**src/rtl/decode_stage_pkg.sv**
```systemverilog
// Shared bus/format/opcode macros and the decode-stage package.
// Holds the FSM state encoding and the packed beat record that moves
// through the output and skid registers. No ports.
`ifndef DECODE_STAGE_DEFINES
`define DECODE_STAGE_DEFINES
`define INSTR_BUS     31:0
`define REG_BUS       31:0
`define IMMG_OP_BUS   2:0
`define IMMG_OP_I     3'd0
`define IMMG_OP_S     3'd1
`define IMMG_OP_B     3'd2
`define IMMG_OP_U     3'd3
`define IMMG_OP_J     3'd4
`define IMMG_OP_NONE  3'd7
`define OPC_LOAD      7'b0000011
`define OPC_OPIMM     7'b0010011
`define OPC_JALR      7'b1100111
`define OPC_STORE     7'b0100011
`define OPC_BRANCH    7'b1100011
`define OPC_LUI       7'b0110111
`define OPC_AUIPC     7'b0010111
`define OPC_JAL       7'b1101111
`define OPC_OP        7'b0110011
`define OPC_FENCE     7'b0001111
`define OPC_SYSTEM    7'b1110011
`endif

package decode_stage_pkg;

   typedef enum logic [1:0] {
      ST_EMPTY = 2'd0,
      ST_ONE   = 2'd1,
      ST_TWO   = 2'd2
   } state_e;

   typedef struct packed {
      logic [`INSTR_BUS]   instr;
      logic [`REG_BUS]     pc;
      logic [`REG_BUS]     imm;
      logic [`IMMG_OP_BUS] op;
      logic                illegal;
   } beat_t;

   localparam beat_t BEAT_RESET = '{
      instr:   32'd0,
      pc:      32'd0,
      imm:     32'd0,
      op:      `IMMG_OP_NONE,
      illegal: 1'b0
   };

endpackage

```
**src/rtl/imm_format_decoder.sv**
```systemverilog
// Opcode classifier: maps the 7-bit major opcode to an immediate format
// and flags opcodes the core does not implement.
// Ports: opcode_i (instr[6:0]), immg_op_o (format), illegal_o.
module imm_format_decoder (
   input  logic [6:0]          opcode_i,
   output logic [`IMMG_OP_BUS] immg_op_o,
   output logic                illegal_o
);

   // Opcode to format lookup; unknown opcodes carry no immediate.
   always_comb begin
      immg_op_o = `IMMG_OP_NONE;
      illegal_o = 1'b0;
      case (opcode_i)
         `OPC_LOAD, `OPC_OPIMM, `OPC_JALR: immg_op_o = `IMMG_OP_I;
         `OPC_STORE:                       immg_op_o = `IMMG_OP_S;
         `OPC_BRANCH:                      immg_op_o = `IMMG_OP_B;
         `OPC_LUI, `OPC_AUIPC:             immg_op_o = `IMMG_OP_U;
         `OPC_JAL:                         immg_op_o = `IMMG_OP_J;
         `OPC_OP, `OPC_FENCE, `OPC_SYSTEM: immg_op_o = `IMMG_OP_NONE;
         default: begin
            immg_op_o = `IMMG_OP_NONE;
            illegal_o = 1'b1;
         end
      endcase
   end

endmodule

```
**src/rtl/immediate_generator.sv**
```systemverilog
// Immediate generator: builds the sign-extended immediate for the given
// format from instruction bits [31:7].
// Ports: instr_i (instruction bits 31:7), immg_op_i (format), imm_o.
module immediate_generator (
   input  logic [31:7]         instr_i,
   input  logic [`IMMG_OP_BUS] immg_op_i,
   output logic [`REG_BUS]     imm_o
);

   // Format-dependent bit gather with sign extension from bit 31.
   always_comb begin
      imm_o = 32'd0;
      case (immg_op_i)
         `IMMG_OP_I: imm_o = {{20{instr_i[31]}}, instr_i[31:20]};
         `IMMG_OP_S: imm_o = {{20{instr_i[31]}}, instr_i[31:25], instr_i[11:7]};
         `IMMG_OP_B: imm_o = {{19{instr_i[31]}}, instr_i[31], instr_i[7],
                              instr_i[30:25], instr_i[11:8], 1'b0};
         `IMMG_OP_U: imm_o = {instr_i[31:12], 12'd0};
         `IMMG_OP_J: imm_o = {{11{instr_i[31]}}, instr_i[31], instr_i[19:12],
                              instr_i[20], instr_i[30:21], 1'b0};
         default:    imm_o = 32'd0;
      endcase
   end

endmodule

```
**src/rtl/decode_stage.sv**
```systemverilog
// Instruction-decode pipeline stage. Classifies the fetched instruction,
// generates its immediate and stores the decoded beat in a two-entry
// skid buffer (output register + skid register).
// Ports: clk, rst_n (async active-low); fetch side if_valid_i/if_ready_o/
// if_instr_i/if_pc_i; flush_i; execute side id_valid_o/id_ready_i/
// id_instr_o/id_pc_o/id_imm_o/id_immg_op_o/id_illegal_o.
module decode_stage
   import decode_stage_pkg::*;
#(
   parameter int XLEN = 32
) (
   input  logic                clk,
   input  logic                rst_n,
   input  logic                if_valid_i,
   output logic                if_ready_o,
   input  logic [`INSTR_BUS]   if_instr_i,
   input  logic [XLEN-1:0]     if_pc_i,
   input  logic                flush_i,
   output logic                id_valid_o,
   input  logic                id_ready_i,
   output logic [`INSTR_BUS]   id_instr_o,
   output logic [XLEN-1:0]     id_pc_o,
   output logic [XLEN-1:0]     id_imm_o,
   output logic [`IMMG_OP_BUS] id_immg_op_o,
   output logic                id_illegal_o
);

   logic [`IMMG_OP_BUS] w_op;
   logic                w_illegal;
   logic [`REG_BUS]     w_gen_imm;
   logic [`REG_BUS]     w_imm;
   logic                w_accept;
   logic                w_take;
   beat_t               w_beat;

   state_e r_state;
   logic   r_if_ready;
   logic   r_id_valid;
   beat_t  r_out;
   beat_t  r_skid;

   imm_format_decoder u_fmt (
      .opcode_i  (if_instr_i[6:0]),
      .immg_op_o (w_op),
      .illegal_o (w_illegal)
   );

   immediate_generator u_immg (
      .instr_i   (if_instr_i[31:7]),
      .immg_op_i (w_op),
      .imm_o     (w_gen_imm)
   );

   // Formats without an immediate force zero so the generator's default
   // never reaches the pipeline.
   assign w_imm    = (w_op == `IMMG_OP_NONE) ? 32'd0 : w_gen_imm;
   assign w_beat   = '{instr: if_instr_i, pc: if_pc_i, imm: w_imm,
                       op: w_op, illegal: w_illegal};
   assign w_accept = if_valid_i && r_if_ready;
   assign w_take   = r_id_valid && id_ready_i;

   // Skid-buffer FSM; ready and valid are registered so no
   // combinational path exists from id_ready_i to if_ready_o.
   always_ff @(posedge clk or negedge rst_n) begin
      if (!rst_n) begin
         r_state    <= ST_EMPTY;
         r_if_ready <= 1'b1;
         r_id_valid <= 1'b0;
         r_out      <= BEAT_RESET;
         r_skid     <= BEAT_RESET;
      end else if (flush_i) begin
         // Data registers keep stale contents; only control is cleared.
         r_state    <= ST_EMPTY;
         r_if_ready <= 1'b1;
         r_id_valid <= 1'b0;
      end else begin
         case (r_state)
            ST_EMPTY: begin
               if (w_accept) begin
                  r_out      <= w_beat;
                  r_id_valid <= 1'b1;
                  r_state    <= ST_ONE;
               end
            end
            ST_ONE: begin
               if (w_accept && w_take) begin
                  r_out <= w_beat;
               end else if (w_accept) begin
                  r_skid     <= w_beat;
                  r_if_ready <= 1'b0;
                  r_state    <= ST_TWO;
               end else if (w_take) begin
                  r_id_valid <= 1'b0;
                  r_state    <= ST_EMPTY;
               end
            end
            ST_TWO: begin
               if (w_take) begin
                  r_out      <= r_skid;
                  r_if_ready <= 1'b1;
                  r_state    <= ST_ONE;
               end
            end
            default: begin
               r_state    <= ST_EMPTY;
               r_if_ready <= 1'b1;
               r_id_valid <= 1'b0;
            end
         endcase
      end
   end

   assign if_ready_o   = r_if_ready;
   assign id_valid_o   = r_id_valid;
   assign id_instr_o   = r_out.instr;
   assign id_pc_o      = r_out.pc;
   assign id_imm_o     = r_out.imm;
   assign id_immg_op_o = r_out.op;
   assign id_illegal_o = r_out.illegal;

endmodule

```
**config.mk**
```make
export PLATFORM = sky130hd
export DESIGN_NAME = decode_stage
export DESIGN_NICKNAME = d
export VERILOG_FILES = /design/src/rtl/decode_stage_pkg.sv /design/src/rtl/imm_format_decoder.sv /design/src/rtl/immediate_generator.sv /design/src/rtl/decode_stage.sv
export SDC_FILE = /design/constraint.sdc
export NUM_CORES = 1
export LEC_CHECK = 0
export CAP_MARGIN = 5
export CORE_ASPECT_RATIO = 1.5
export CORE_MARGIN = 3
export CORE_UTILIZATION = 53
export DETAILED_ROUTE_END_ITERATION = 10
export PLACE_DENSITY = 0.92
export SLEW_MARGIN = 20
export SYNTH_ARGS = -nofsm -noshare
export SYNTH_HDL_FRONTEND = slang
export SYNTH_HIERARCHICAL = 1
export SYNTH_SLANG_ARGS = --single-unit
export TNS_END_PERCENT = 1
```
**constraint.sdc**
```tcl
create_clock -name clk -period 2.21 [get_ports clk]
set_clock_uncertainty 0.1 [all_clocks]
set_input_delay 0.663 -clock clk [delete_from_list [all_inputs] [get_ports clk]]
set_output_delay 0.663 -clock clk [all_outputs]
set_load 0.1 [all_outputs]
```
* Yosys cells after proc, flatten, opt, wreduce, memory -nomap -nowiden
Index checks and enable logic that the tools add are counted.
** Storage, ports and cells
- Register bits :: 204
- Input bits :: 69
- Word-level logic and storage cells :: 85
** Operators by class
- Muxes and demuxes :: 26
- Bitwise operators :: 2
- Equal/unequal tests :: 30
- Reductions and logical operators :: 14
** Operators with widths (number)
- $mux 100 :: 3
- $pmux 100 s3 :: 1
- $pmux 32 s5 :: 1
- $mux 32 :: 1
- $eq 7x7->1 const B :: 4
- $eq 7x6->1 const B :: 3
- $ne 3x3->1 const B :: 6
- $pmux 3 s5 :: 1
- $eq 7x5->1 const B :: 2
- $mux 2 :: 6
- $reduce_and 4->1 :: 3
- $reduce_or 11->1 :: 1
- $mux 1 :: 10
- $ne 2x2->1 const B :: 5
- $reduce_and 5->1 :: 2
- $eq 7x2->1 const B :: 1
- $eq 7x4->1 const B :: 1
- $eq 3x2->1 const B :: 2
- $eq 3x3->1 const B :: 2
- $pmux 1 s3 :: 2
- $pmux 2 s3 :: 1
- $ne 4x4->1 const B :: 1
- $eq 3x1->1 const B :: 1
- $logic_and 1x1->1 :: 3
- 8 further kinds :: 9

* Depth between registers and ports, before layout
- Depth after elaboration :: 8
- Gate-level depth with buffers :: 10

* Hierarchy
The synthesis kept the hierarchy.
** Modules (own cells, without submodules)
- decode_stage :: times used 1, cells each 824, area an instance 8653.3 um^2
- immediate_generator :: times used 1, cells each 94, area an instance 540.5 um^2
- imm_format_decoder :: times used 1, cells each 21, area an instance 132.6 um^2

* Worst setup path after synthesis
Ideal clock, no wire load.
- Path type :: input -> register
- Start :: input port if_instr_i[4]
- End :: register r_out (netlist bit id_imm_o[27])
- Slack :: -0.207 ns
- Data arrival time :: 2.240 ns
- Data required time :: 2.032 ns
- Library setup time :: 0.078 ns
- Stages :: 9
- Buffers on the path :: 2
- Cells stage by stage :: a2111oi_0 > o21ai_1 > buf_6 > maj3_2 > nand2b_4 > buf_6 > nand2_1 > a22oi_1 > a21oi_1
** Between the ends
- Longest elaborated chain between the ends :: 8
** Ends and longest elaborated chain
- start: declaration :: RTL line decode_stage.sv:16 : input logic [`INSTR_BUS] if_instr_i,
- $eq 7x2->1 (tied with other cells) :: RTL line imm_format_decoder.sv:14 : case (opcode_i)
- $reduce_or 3->1 / $reduce_or 2->1 (equally long branches) :: RTL line imm_format_decoder.sv:14
- $pmux 3 s5 * :: RTL line imm_format_decoder.sv:14
- named net w_op[1] :: RTL line decode_stage.sv:28 : logic [`IMMG_OP_BUS] w_op;
- $eq 3x3->1 (tied with other cells) :: RTL line immediate_generator.sv:13 : case (immg_op_i)
- $pmux 32 s5 * :: RTL line immediate_generator.sv:13
- named net w_gen_imm[27] :: RTL line decode_stage.sv:30 : logic [`REG_BUS] w_gen_imm;
- $mux 32 * :: RTL line decode_stage.sv:56 : assign w_imm = (w_op == `IMMG_OP_NONE) ? 32'd0 : w_gen_imm;
- $mux 100 (on tied branches) :: RTL line decode_stage.sv:86, decode_stage.sv:79
- $pmux 100 s3 * :: RTL line decode_stage.sv:77 : case (r_state)
- end signal: assignment :: RTL line decode_stage.sv:80 : r_out <= w_beat;
- end signal: assignment :: RTL line decode_stage.sv:87 : r_out <= w_beat;
- end signal: assignment :: RTL line decode_stage.sv:99 : r_out <= r_skid;
- end: declaration :: RTL line decode_stage.sv:39 : beat_t r_out;
Mark *: on every way through the listed nets, which the timed path passes. The rest lies on a longest branch. The select of a mux whose other input is x is not followed.
A chain may end at the register's enable or synchronous reset.

* Worst setup path in the final report
- Start :: input port if_instr_i[6]
- End :: register r_out (netlist bit id_imm_o[11])
Same word-level chain as after synthesis.

==> run_results.csv <==
group,metric,value,unit
routing,route.detailed.vias_per_inst,6.28,
logic_synthesis,synth_top_cell_by_area,"dfrtp_1",
routing,vias,8551,
logic_synthesis,synth_compound_gate_area_share,13.9,%
timing,grt_setup_unrepaired,"true",
timing,period_minus_slack,2290,ps
final_layout,nets_finish,1206,
logic_synthesis,post_synthesis_mux_area_share,10.0,%
routing,drt-pass1-iter-count,7,
logic_synthesis,mappedNetlistArea,0.00933,mm2
timing,finalMaxSlewViolations,0,
critical_path,start_kind,"input port",
cts,tritoncts,"done",
cts,worst_skew_pair.late_latency,490,ps
logic_synthesis,synth_fp_nets,1008,
critical_path,regToRegEndpoint,"id_imm_o[19]",
grt,grt_antenna_before_repair,0,
critical_path,regToRegSetupSlack,230,ps
timing,timing_worst_slew_pin_value,505,ps
grt,globalRoute.busiestLayer,"met2",
grt,use_met1,34.9,%
grt,grt.overflow.total,0,
timing,finalCritPeriodShare,104,%
grt,groute.layer.met3.usage,5.76,%
logic_synthesis,synth_cells,939,
final_layout,final_core_utilization,80.6,%
power,vdd_ir_drop_max,1.44,mV
routing,wl_per_cell,22.1,um
cts,clockRootBuffer,"clkbuf_16",
floorplanning,floorplan.die_area,0.0193,mm2
critical_path,critPathCaptureType,"flop",
final_layout,finalNonFillerCells,1361,
cts,worst_setup_hold_path_clk_slew,70,ps
final_layout,diodes,0,
final_layout,layout-area-overhead-vs-synth,46.7,%
placed_design,dp_hpwl,18600,um
floorplanning,core.rowCount,58,
power,power_per_cell_area,1750,mW/mm2
grt,global_route.usage.total,30.4,%
logic_synthesis,ys_dominant_reg_cell,"dfrtp_1",
routing,routed_wirelength,30100,um
timing,fin_tns_setup,-360,ps
critical_path,path_cells,"clkdlybuf4s15_2, buf_4, o21ai_1, nand3_2, buf_6, nor2b_1, buf_4, a21oi_1, o32ai_1, buf_4, a22oi_2, a21oi_1",
critical_path,timing.critical_path.arrival,2570,ps
final_layout,post_route_cells_drive_above_1_share,30.2,%
min_path,holdCritPathClass,"input port to async pin",
logic_synthesis,part_of_the_yosys_area_used_for_sequential_elements,54.8,%
critical_path,critPathKind,"input port to flop",
critical_path,worstReg2RegStart,"r_state[0]",
logic_synthesis,fraction_of_the_mapped_netlist_area_in_simple_logic_gates,16.2,%
run_status,failing_checks,"negative setup slack",
placed_design,placedCellCount,1319,
power,totalPowerFinal,24.0,mW
routing,post-route-drc-count,0,
timing,final-hold-violation-count,0,
run_status,outcome,"complete, but fails checks",
logic_synthesis,netlist-cell-type-count,45,
critical_path,ff2ff_path_depth,6,
critical_path,critical-path-top-cell-by-count,"buf_4",
timing,slew_margin_rel,66.3,%
logic_synthesis,yosys.area_share.xor_xnor,0.0939,%
logic_synthesis,flop_and_latch_count_out_of_synthesis,204,
critical_path,required,2490,ps
flow_run,max-cap-violations,0,
grt,pin_count_of_the_biggest_net_entering_global_routing,102,
floorplanning,core_area,0.0170,mm2
grt,first_global_vias,8830,
critical_path,launching_element_of_the_worst_setup_path,"if_instr_i[6]",
cts,htree_levels,1,
placed_design,portBuffers,170,
floorplanning,chipWidth,114,um
timing,fmaxAchievable,436,MHz
timing,final-setup-viol-count,10,
critical_path,critPathMaxFanout,9,
cts,tritoncts.num_buffers,21,
final_layout,layout.filler_cells,869,
final_layout,layout_commonest_cell,"nand2_1",
timing,setup_ws_post_layout,-84.4,ps
critical_path,cp_slowest_stage_delay,250,ps
placed_design,gp_congestion,0.888,
logic_synthesis,yosys-top-cells-area,"dfrtp_1 53%, nand2_1 9.1%, mux2_4 4.8%, a31oi_1 4.6%, mux2_2 4.3%",
routing,drt.antenna.violating_nets,0,
logic_synthesis,synth_fa_ha_area_share,0.121,%
placed_design,detailedPlace.worstSlack,-967,ps
critical_path,worst_path_max_delay_cell,"clkdlybuf4s15_2",
grt,wire_length_of_the_first_global_routing_pass,46700,um
floorplanning,floorplan.io_pins,171,
logic_synthesis,synthesis.area_per_instance,9.93,um2
placed_design,placed_area,0.0128,mm2
logic_synthesis,synth_warnings,6,
floorplanning,starting_utilization_of_the_core_area,54.9,%
grt,grtUsageMet2,53.2,%
logic_synthesis,synth_top_family_by_area,"simple AND/OR/NAND/NOR gates",
power,static-leakage-power,6.00,nW
logic_synthesis,synth-edff-count,0,
logic_synthesis,synthDominantCellAreaShare,52.9,%
timing,hold-worst-slack,33.4,ps
final_layout,layout_common_cells,"216 x nand2_1, 197 x dfrtp_1, 122 x buf_12, 103 x nor2_1, 69 x a31oi_1",
cts,tritoncts_num_sinks,204,
logic_synthesis,synth-async-reset-ratio,100,%
final_layout,design_area,0.0137,mm2
cts,max-clock-path-buffers,3,
floorplanning,floorplan.die.height,168,um
routing,detail_route.iter0.violations,1148,
## synth_stat cells, types with 7 or more instances
library cell    n
buf_2          25
mux2_4         30
nand2_1       227
nor2b_1        14
a21oi_1        50
dfstp_2         7
o21ai_0        35
mux2_2         36
buf_6          14
a31oi_1        69
nor2_1        104
dfrtp_1       197
a22oi_1        32
clkbuf_1       28
o22ai_1        13
## layout make-up
| type | instances | area [um2] | share of cell area [%] |
|---|---|---|---|
| well taps | 210 | 263 | 1.92 |
| clock inverters | 7 | 88.8 | 0.649 |
| inverters | 6 | 22.5 | 0.165 |
| repair buffers | 247 | 3560 | 26.0 |
| multi-input cells | 657 | 4020 | 29.4 |
| flip-flops and latches | 204 | 5110 | 37.4 |
| clock buffers | 30 | 619 | 4.53 |
## power by group
part / leakage, nW / internal [mW] / switching (mW)
sequential: 2.43 / 5.29 / 1.53
combinational: 3.21 / 4.89 / 8.60
clock: 0.353 / 2.18 / 1.47
## state kept, by name (all words and copies together), names as in the netlist
register / count
id_immg_op_o: 3
if_ready_o: 1
id_illegal_o: 1
r_state: 2
r_skid: 100
id_instr_o: 32
id_valid_o: 1
id_pc_o: 32
id_imm_o: 32
## logic make-up (layout without fill, tap and decap cells)
group                    Yosys count  count (layout)
AO/OA/AOI/OAI                    212             212
buffers and inverters             79             290
flip-flops                       204             204
adder cells (fa/ha/maj)            1               1
multiplexers                      73              73
XOR/XNOR                           1               1
AND/OR/NAND/NOR                  369             370
## repair_timing
item                                   in CTS  in global routing
buffers inserted                            1                  2
hold buffers                                0                  0
setup endpoints to repair                  64                 61
gates resized for setup                    31                 34
pin swaps                                  11                 13
cloned                                      2                  0
endpoints found under the hold margin       0                  0
## worst max-delay path by stage
stage / endpoint
after floorplan: id_imm_o[27]
after global placement: id_imm_o[11]
after detailed placement: id_imm_o[11]
after CTS: id_imm_o[9]
after global routing: r_skid[22]
final: id_imm_o[11]
## layer usage
layer	share of wire, %	up-vias
met2	51	600
met4	6.7	0
met3	8.0	173
met1	34	4167
li1	-	3611
met5	0	-
## worst max-delay path, delay by kind of cell
family / cells / cell delay [ps]
AO/OA/AOI/OAI: 5 / 720
buffers and inverters: 5 / 910
AND/OR/NAND/NOR: 2 / 270
(Power assumes the default switching activity.)
